## src/rtl/ntt_bram_wrapper.sv

```systemverilog
// In-place 256-point NTT/INTT over Z_3329 on a single-port 256x16 block RAM.
// Each butterfly takes four cycles on the single port: read u, read v, write u+v*tw, write u-v*tw.

module ntt_bram (
  input  logic        clk,
  input  logic        we,
  input  logic [7:0]  addr,
  input  logic [15:0] wdata,
  output logic [15:0] rdata
);
  logic [15:0] blockram [0:255];

  always_ff @(posedge clk) begin
    if (we) blockram[addr] <= wdata;
    rdata <= blockram[addr];
  end
endmodule

module ntt_bram_wrapper (
  input  logic clk,
  input  logic rst,
  input  logic start,
  input  logic mode,
  output logic done
);
  localparam int unsigned Q     = 3329;
  localparam int unsigned W     = 17;
  localparam int unsigned W_INV = 1175;
  localparam int unsigned N_INV = 3316;

  typedef enum logic [2:0] {S_IDLE, S_BITREV, S_STAGE, S_SCALE, S_DONE} state_t;

  function automatic int unsigned modpow(input int unsigned b, input int unsigned e);
    int unsigned r;
    r = 1;
    for (int unsigned k = 0; k < e; k++) r = (r * b) % Q;
    return r;
  endfunction

  function automatic logic [11:0] mulmod(input logic [11:0] a, input logic [11:0] b);
    logic [23:0] p;
    p = a * b;
    return 12'(p % 24'(Q));
  endfunction

  function automatic logic [11:0] addmod(input logic [11:0] a, input logic [11:0] b);
    logic [12:0] s;
    s = {1'b0, a} + {1'b0, b};
    return (s >= 13'(Q)) ? 12'(s - 13'(Q)) : s[11:0];
  endfunction

  function automatic logic [11:0] submod(input logic [11:0] a, input logic [11:0] b);
    logic [12:0] d;
    d = {1'b0, a} - {1'b0, b};
    return d[12] ? 12'(d + 13'(Q)) : d[11:0];
  endfunction

  function automatic logic [7:0] rev8(input logic [7:0] x);
    logic [7:0] r;
    for (int unsigned b = 0; b < 8; b++) r[b] = x[7 - b];
    return r;
  endfunction

  // Twiddle ROMs: entry k holds base^k mod Q, filled at elaboration.
  logic [11:0] rom_f [128];
  logic [11:0] rom_i [128];
  for (genvar k = 0; k < 128; k++) begin : g_tw
    localparam logic [11:0] TWF = 12'(modpow(W, k));
    localparam logic [11:0] TWI = 12'(modpow(W_INV, k));
    assign rom_f[k] = TWF;
    assign rom_i[k] = TWI;
  end

  state_t      state, state_n;
  logic [1:0]  ph, ph_n;
  logic [7:0]  cnt, cnt_n;
  logic [2:0]  stg, stg_n;
  logic        mode_q, mode_n;
  logic [15:0] u_q, u_n;
  logic [11:0] t_q, t_n;
  logic [11:0] tw_q, tw_n;

  logic        ram_we;
  logic [7:0]  ram_addr;
  logic [15:0] ram_wdata;
  logic [15:0] ram_rdata;

  logic [7:0]  rev;
  logic [7:0]  len;
  logic [6:0]  jmask;
  logic [6:0]  j;
  logic [7:0]  pa;
  logic [7:0]  pb;
  logic [6:0]  tw_idx;
  logic [11:0] tw_rom;
  logic [11:0] mul_b;
  logic [11:0] mul_r;

  ntt_bram u_bram (
    .clk   (clk),
    .we    (ram_we),
    .addr  (ram_addr),
    .wdata (ram_wdata),
    .rdata (ram_rdata)
  );

  // Butterfly k of stage s: p = (k with low s bits cleared) * 2 + j, partner p + len.
  always_comb begin
    rev    = rev8(cnt);
    len    = 8'd1 << stg;
    jmask  = 7'(len - 8'd1);
    j      = cnt[6:0] & jmask;
    pa     = {cnt[6:0] & ~jmask, 1'b0} | {1'b0, j};
    pb     = pa | len;
    tw_idx = j << (3'd7 - stg);
    tw_rom = mode_q ? rom_i[tw_idx] : rom_f[tw_idx];
    mul_b  = (state == S_SCALE) ? 12'(N_INV) : tw_q;
    mul_r  = mulmod(ram_rdata[11:0], mul_b);
  end

  always_comb begin
    state_n   = state;
    ph_n      = ph;
    cnt_n     = cnt;
    stg_n     = stg;
    mode_n    = mode_q;
    u_n       = u_q;
    t_n       = t_q;
    tw_n      = tw_q;
    ram_we    = 1'b0;
    ram_addr  = cnt;
    ram_wdata = '0;
    case (state)
      S_IDLE: begin
        if (start) begin
          state_n = S_BITREV;
          mode_n  = mode;
          cnt_n   = '0;
          ph_n    = '0;
          stg_n   = '0;
        end
      end
      S_BITREV: begin
        case (ph)
          2'd0: begin
            if (cnt < rev) begin
              ram_addr = cnt;
              ph_n     = 2'd1;
            end else if (cnt == 8'd255) begin
              state_n = S_STAGE;
              cnt_n   = '0;
            end else begin
              cnt_n = cnt + 8'd1;
            end
          end
          2'd1: begin
            ram_addr = rev;
            u_n      = ram_rdata;
            ph_n     = 2'd2;
          end
          2'd2: begin
            ram_we    = 1'b1;
            ram_addr  = cnt;
            ram_wdata = ram_rdata;
            ph_n      = 2'd3;
          end
          default: begin
            ram_we    = 1'b1;
            ram_addr  = rev;
            ram_wdata = u_q;
            ph_n      = 2'd0;
            cnt_n     = cnt + 8'd1;
          end
        endcase
      end
      S_STAGE: begin
        case (ph)
          2'd0: begin
            ram_addr = pa;
            tw_n     = tw_rom;
            ph_n     = 2'd1;
          end
          2'd1: begin
            ram_addr = pb;
            u_n      = {4'd0, ram_rdata[11:0]};
            ph_n     = 2'd2;
          end
          2'd2: begin
            ram_we    = 1'b1;
            ram_addr  = pa;
            ram_wdata = {4'd0, addmod(u_q[11:0], mul_r)};
            t_n       = mul_r;
            ph_n      = 2'd3;
          end
          default: begin
            ram_we    = 1'b1;
            ram_addr  = pb;
            ram_wdata = {4'd0, submod(u_q[11:0], t_q)};
            ph_n      = 2'd0;
            if (cnt == 8'd127) begin
              cnt_n = '0;
              if (stg == 3'd7) state_n = mode_q ? S_SCALE : S_DONE;
              else stg_n = stg + 3'd1;
            end else begin
              cnt_n = cnt + 8'd1;
            end
          end
        endcase
      end
      S_SCALE: begin
        if (ph == 2'd0) begin
          ram_addr = cnt;
          ph_n     = 2'd1;
        end else begin
          ram_we    = 1'b1;
          ram_addr  = cnt;
          ram_wdata = {4'd0, mul_r};
          ph_n      = 2'd0;
          if (cnt == 8'd255) begin
            state_n = S_DONE;
            cnt_n   = '0;
          end else begin
            cnt_n = cnt + 8'd1;
          end
        end
      end
      S_DONE:  state_n = S_IDLE;
      default: state_n = S_IDLE;
    endcase
  end

  always_ff @(posedge clk or posedge rst) begin
    if (rst) begin
      state  <= S_IDLE;
      ph     <= '0;
      cnt    <= '0;
      stg    <= '0;
      mode_q <= 1'b0;
      u_q    <= '0;
      t_q    <= '0;
      tw_q   <= '0;
    end else begin
      state  <= state_n;
      ph     <= ph_n;
      cnt    <= cnt_n;
      stg    <= stg_n;
      mode_q <= mode_n;
      u_q    <= u_n;
      t_q    <= t_n;
      tw_q   <= tw_n;
    end
  end

  assign done = (state == S_DONE);
endmodule

```

## config.mk

```make
export PLATFORM = sky130hd
export DESIGN_NAME = ntt_bram_wrapper
export DESIGN_NICKNAME = d
export VERILOG_FILES = /design/src/rtl/ntt_bram_wrapper.sv
export SDC_FILE = /design/constraint.sdc
export NUM_CORES = 1
export LEC_CHECK = 0
export CAP_MARGIN = 40
export CORE_ASPECT_RATIO = 1.1
export CORE_MARGIN = 2
export CORE_UTILIZATION = 40
export DETAILED_ROUTE_END_ITERATION = 6
export REMOVE_ABC_BUFFERS = 1
export SLEW_MARGIN = 20
export SYNTH_ARGS = -nofsm -noshare
export SYNTH_HDL_FRONTEND = slang
export SYNTH_SLANG_ARGS = --single-unit
export TNS_END_PERCENT = 5
```

## constraint.sdc

```tcl
create_clock -name clk -period 1.86 [get_ports clk]
set_input_delay 0.186 -clock clk [delete_from_list [all_inputs] [get_ports clk]]
set_output_delay 0.186 -clock clk [all_outputs]
set_load 0.005 [all_outputs]
```

=== After elaboration in Yosys (flattened, before gate mapping) ===
Cells that the tools add are included.

* Flip-flop bits (word level): 17
* Bits of input ports: 4
* Output and inout bits: 1
* Word-level logic and storage cells: 71

* Add/sub/neg operators: 2
* Order comparisons: 1
* Eq/ne operators: 22
* Muxes and demuxes: 30
* Reductions and logical operators: 11

{| class="wikitable"
|+ Operators with widths
! kind !! number
|-
| 2-to-1 mux 8 bit || 6
|-
| 2-to-1 mux 3 bit || 14
|-
| one-hot mux 8 bit (4 select lines) || 1
|-
| inequality test 2 bit (second input constant) || 10
|-
| one-hot mux 8 bit (2 select lines) || 1
|-
| one-hot mux 2 bit (3 select lines) || 2
|-
| one-hot mux 3 bit (4 select lines) || 1
|-
| AND reduction 9 bit || 1
|-
| adder 8 x 1 -> 8 bit (second input constant) || 1
|-
| == test 8 x 7 -> 1 bit (second input constant) || 1
|-
| == test 8 bit (second input constant) || 1
|-
| < comparator 8 bit || 1
|-
| one-hot mux 2 bit (4 select lines) || 1
|-
| == test 3 x 2 -> 1 bit (second input constant) || 2
|-
| == test 3 bit (second input constant) || 2
|-
| inequality test 3 bit (second input constant) || 2
|-
| one-hot mux 3 bit (2 select lines) || 1
|-
| AND reduction 6 bit || 1
|-
| AND reduction 5 bit || 1
|-
| 2-to-1 mux 2 bit || 2
|-
| nonzero test 4 bit || 1
|-
| adder 3 x 1 -> 3 bit (second input constant) || 1
|-
| == test 3 x 1 -> 1 bit (second input constant) || 1
|-
| logical NOT 3 bit || 1
|-
| 10 further kinds || 10
|}

=== Logic depth before layout (Yosys ltp) ===
Gate-level depths: netlist of run 1.

* Depth in word-level cells: 5
* Gate-level depth with buffers: 8

=== Worst setup path before layout of run 1 ===
OpenSTA, ideal clock, no wires.

* Kind: reg2reg
* From: reg cnt[0]
* To: reg stg[0]
* Arrival time: 1731 ps
* Slack: 4 ps
* Cell stages (with the launch flop): 7
* Period minus slack after synthesis: 1856 ps
* Cells stage by stage: dfrtp_1 ha_1 nand3_1 nor4_4 nand4_2 a21boi_4 mux2_4

* Longest elaborated chain between the ends: 3

{| class="wikitable"
|+ RTL lines
! element !! RTL line !! text
|-
| start: declaration || 76 || <nowiki>logic [7:0] cnt, cnt_n;</nowiki>
|-
| start signal: assignment || 245 || <nowiki>cnt <= cnt_n;</nowiki>
|-
| == test 8 x 7 -> 1 bit || 200 || <nowiki>if (cnt == 8'd127) begin</nowiki>
|-
| inequality test 2 bit (no line) || -- ||
|-
| AND reduction 5 bit (no line) || -- ||
|-
| end signal: assignment || 246 || <nowiki>stg <= stg_n;</nowiki>
|-
| end: declaration || 77 || <nowiki>logic [2:0] stg, stg_n;</nowiki>
|}

No other way between the ends.
A chain may end at the register's enable or synchronous reset.

=== Worst setup path in the final report of run 1 ===
* From: reg ph[0]
* To: reg cnt[4]

* Longest elaborated chain between the ends: 4

{| class="wikitable"
|+ RTL lines
! element !! RTL line !! text
|-
| start: declaration || 75 || <nowiki>logic [1:0] ph, ph_n;</nowiki>
|-
| start signal: assignment || 244 || <nowiki>ph <= ph_n;</nowiki>
|-
| == test 2 bit (tied with other cells) || 144, 177 ||
|-
| OR reduction 2 bit (no line) / OR reduction 3 bit (equally long branches) || -- ||
|-
| one-hot mux 8 bit (2 select lines) / inequality test 2 bit (equally long branches) || -- ||
|-
| one-hot mux 8 bit (4 select lines) / AND reduction 6 bit (equally long branches) || -- ||
|}

Parallel ways exist; a longest one is shown, timed or not.

==> results of run 1 <==
==> sequential cells by signal, summed over array words and instances, names as in the netlist <==
register	count
cnt	8
mode_q	1
stg	3
ph	2
state	3
==> routing by layer <==
metal  part of all wire [%]  up-vias
met5                      0        -
met3                    1.6        5
li1                       -      581
met1                     45      572
met4                    1.5        0
met2                     52       12
==> worst max-delay path: stages, from the launching register on <==
cell and delay [ps]:
dfrtp_1 390, inv_2 60, ha_4 150, buf_4 140, o211ai_1 160, o21ai_0 140, a21oi_2 340, nand2b_4 130
o31ai_1 200
==> report_power, final <==
part	switching, W	total, W	leakage [nW]	internal (W)
clock	0.000122	0.000205	0.0150	0.0000835
sequential	0.0000447	0.000495	0.208	0.000451
combinational	0.000543	0.00116	0.638	0.000616
==> final timing paths <==
path	depth (start not counted)	to	slack [ps]	start
hold reg to reg	1	stg[1]$_DFFE_PP0P_	530	stg[1]$_DFFE_PP0P_
hold / removal	3	cnt[4]$_DFFE_PP0P_	200	rst
max in group asynchronous	3	state[1]$_DFFE_PP0P_	1450	rst
setup / recovery	8	cnt[4]$_DFFE_PP0P_	60	ph[0]$_DFFE_PP0P_
min in group clk	2	mode_q$_DFFE_PP0P_	500	mode
setup reg to reg	8	cnt[4]$_DFFE_PP0P_	60	ph[0]$_DFFE_PP0P_
==> cell families after synthesis <==
| group | count (synthesis) | synth area share (%) |
|---|---|---|
| adders and majority gates | 11 | 10.98 |
| buffers and inverters | 21 | 6.986 |
| muxes | 6 | 6.287 |
| and+or+nand+nor | 53 | 23.56 |
| xor gates and xnor gates | 1 | 0.6987 |
| DFF | 17 | 33.93 |
| AOI/OAI and AO/OA | 33 | 17.57 |
==> stage by stage <==
step / cell area, um2 / setup WS (ps) / cells / TNS, ps
finish: 1750 / 55.25 / 213 / 0
global route: 1750 / -28.67 / 213 / -31.00
CTS: 1650 / -16.18 / 211 / -73.25
detailed placement: 1534 / -135.8 / 204 / -600.0
global placement: 1534 / -76.89 / 204 / -468.0
floorplan: 1219 / -415.6 / 135 / -3096
==> cell type report <==
cell class / count / area, um2 / share of cell area (%)
inverters: 14 / 52.55 / 3.002
multi-input cells: 104 / 878.3 / 50.18
clock buffers: 4 / 26.28 / 1.501
repair buffers: 40 / 324.1 / 18.51
well taps: 34 / 42.54 / 2.430
flip-flops and latches: 17 / 426.7 / 24.37
==> placed cells by master (no fill, tap or decap), types with 2 or more instances in the layout <==
| master | synthesis | layout |
|---|---|---|
| a211o_1 | 2 | 2 |
| a211oi_1 | 2 | 2 |
| a21oi_1 | 5 | 4 |
| a21oi_2 | 1 | 2 |
| and3_1 | 2 | 2 |
| buf_4 | 1 | 33 |
| buf_6 | 0 | 3 |
| clkbuf_4 | 0 | 3 |
| clkdlybuf4s50_1 | 0 | 3 |
| dfrtp_1 | 17 | 16 |
| ha_1 | 11 | 8 |
| ha_4 | 0 | 3 |
| inv_1 | 11 | 9 |
| inv_2 | 3 | 5 |
| mux2_4 | 3 | 5 |
| nand2_1 | 16 | 16 |
| nand2b_1 | 5 | 4 |
| nand3_1 | 6 | 5 |
| nand4_1 | 3 | 3 |
| nor2_1 | 7 | 6 |
| nor2_2 | 1 | 2 |
| o21ai_0 | 8 | 6 |
| o21ai_1 | 4 | 5 |
| o22ai_1 | 2 | 2 |
==> what timing repair did <==
action / 4_1_cts / 5_1_grt
endpoints found under the setup margin: 10 / 15
buffers inserted: 3 / 3
resized for setup: 16 / 16
hold buffers: 0 / 0
pin swaps: 7 / 9
==> metrics.md, run 1 <==
| Metric | Value |
|---|---|
| Status | `finished clean` |
| Cell taking the most area after synthesis | `dfrtp_1` |
| Largest net degree at the start of global routing | `18` |
| Initial drt markers | `25` |
| Clock Pin Slew Worst Setup and Hold Paths | `100 ps` |
| Clock buffer count from CTS | `3` |
| Headroom to the max-slew limit | `76.56%` |
| Leak | `0.8607 nW` |
| Endpoints failing hold | `0` |
| Die ar. | `3599 um2` |
| Top-count cell post-synth | `dfrtp_1` |
| GRT met1 Usage | `22.40%` |
| WL final | `2991 um` |
| Sequential area share after synthesis | `33.93%` |
| I/O Buffers | `4` |
| Area grow syn2layout | `39.62%` |
| GR Util met3 | `2.070%` |
| RSZ-0062 raised after global routing | `yes` |
| Antenna cells | `0` |
| Final Util | `57.93%` |
| First-pass GRT wire length | `5237 um` |
| CTS sink count | `17` |
| Via/cell ratio | `5.493` |
| Crit Path Class | `register to register` |
| Worst Max-Slew Pin Slew | `351.6 ps` |
| Pwr dens | `1062 nW/um2` |
| CP endpoint kind | `register` |
| CTS tree | `yes` |
| Hpwl dp | `2236 um` |
| Cells after synthesis | `142` |
| WHS | `201.2 ps` |
| H-tree depth | `1` |
| Top fanout value on the critical path | `6` |
| Layout Nets | `195` |
| Ports | `5` |
| Clk_skew | `2.350 ps` |
| Routed Antenna Nets | `0` |
| Met2 usage | `31.53%` |
| Crit path DAT | `2020 ps` |
| Initial antenna violation count | `0` |
| Busiest layer in global routing | `met2` |
| Share of cells above drive strength 1 | `39.66%` |
| Peak VDD IR | `0.8381 mV` |
| Die height | `62.72 um` |
| Max Freq | `0.5541 GHz` |
| Max-slew violations | `0` |
| Min Tclk post-route | `1805 ps` |
| Commonest cells in the netlist | `dfrtp_1 (17), nand2_1 (16), ha_1 (11), inv_1 (11), o21ai_0 (8)` |
| Setup violations, final | `0` |
| HP Class | `primary input to async pin` |
| CTS max path bufs | `2` |
| Drt pass-1 iters | `4` |
| Clock insertion delay at the later pin of the skew report | `290 ps` |
| Gr usage total | `18.20%` |
| Fill count | `258` |
| GP Congestion | `0.8662` |
| Synth top area cells | `dfrtp_1 (34%), ha_1 (11%), nand2_1 (4.8%)` |
| Yosys warnings | `0` |
| Max-cap violations | `0` |
| Synth unique cells | `45` |
| Root Driver | `clkbuf_4` |
| Top FF cell, synth | `dfrtp_1` |
| Vias | `1,170` |
| Synthesized area per cell | `8.829 um2` |
| Synthesized area | `1254 um2` |
| Initial Util | `41.49%` |
| GRT overflow | `0` |
| #FFs+latches synth | `17` |
| Yosys top cell area share | `33.93%` |
| Post-route DRC | `0` |
| Period utilization | `97.03%` |
| Vias in the first global route | `1,186` |
| Rows | `21` |
| Core area | `3022 um2` |
| Final Power | `0.001859 W` |
| Type of origin of the critical path | `register` |
| Worst endpoint required time | `2070 ps` |
| WL/cell | `14.04 um` |
| Die W | `57.38 um` |
| EDFF count, synth | `0` |
| FFs w/ async S/R, synth | `100.0%` |
No activity file was read; power rests on OpenSTA's default activity.
==> run 2: changes to the inputs <==
- GPL_ROUTABILITY_DRIVEN: not set -> 0
==> results of run 2 <==
Same layout as run 1: the final DEF is identical, and so are final timing and power.
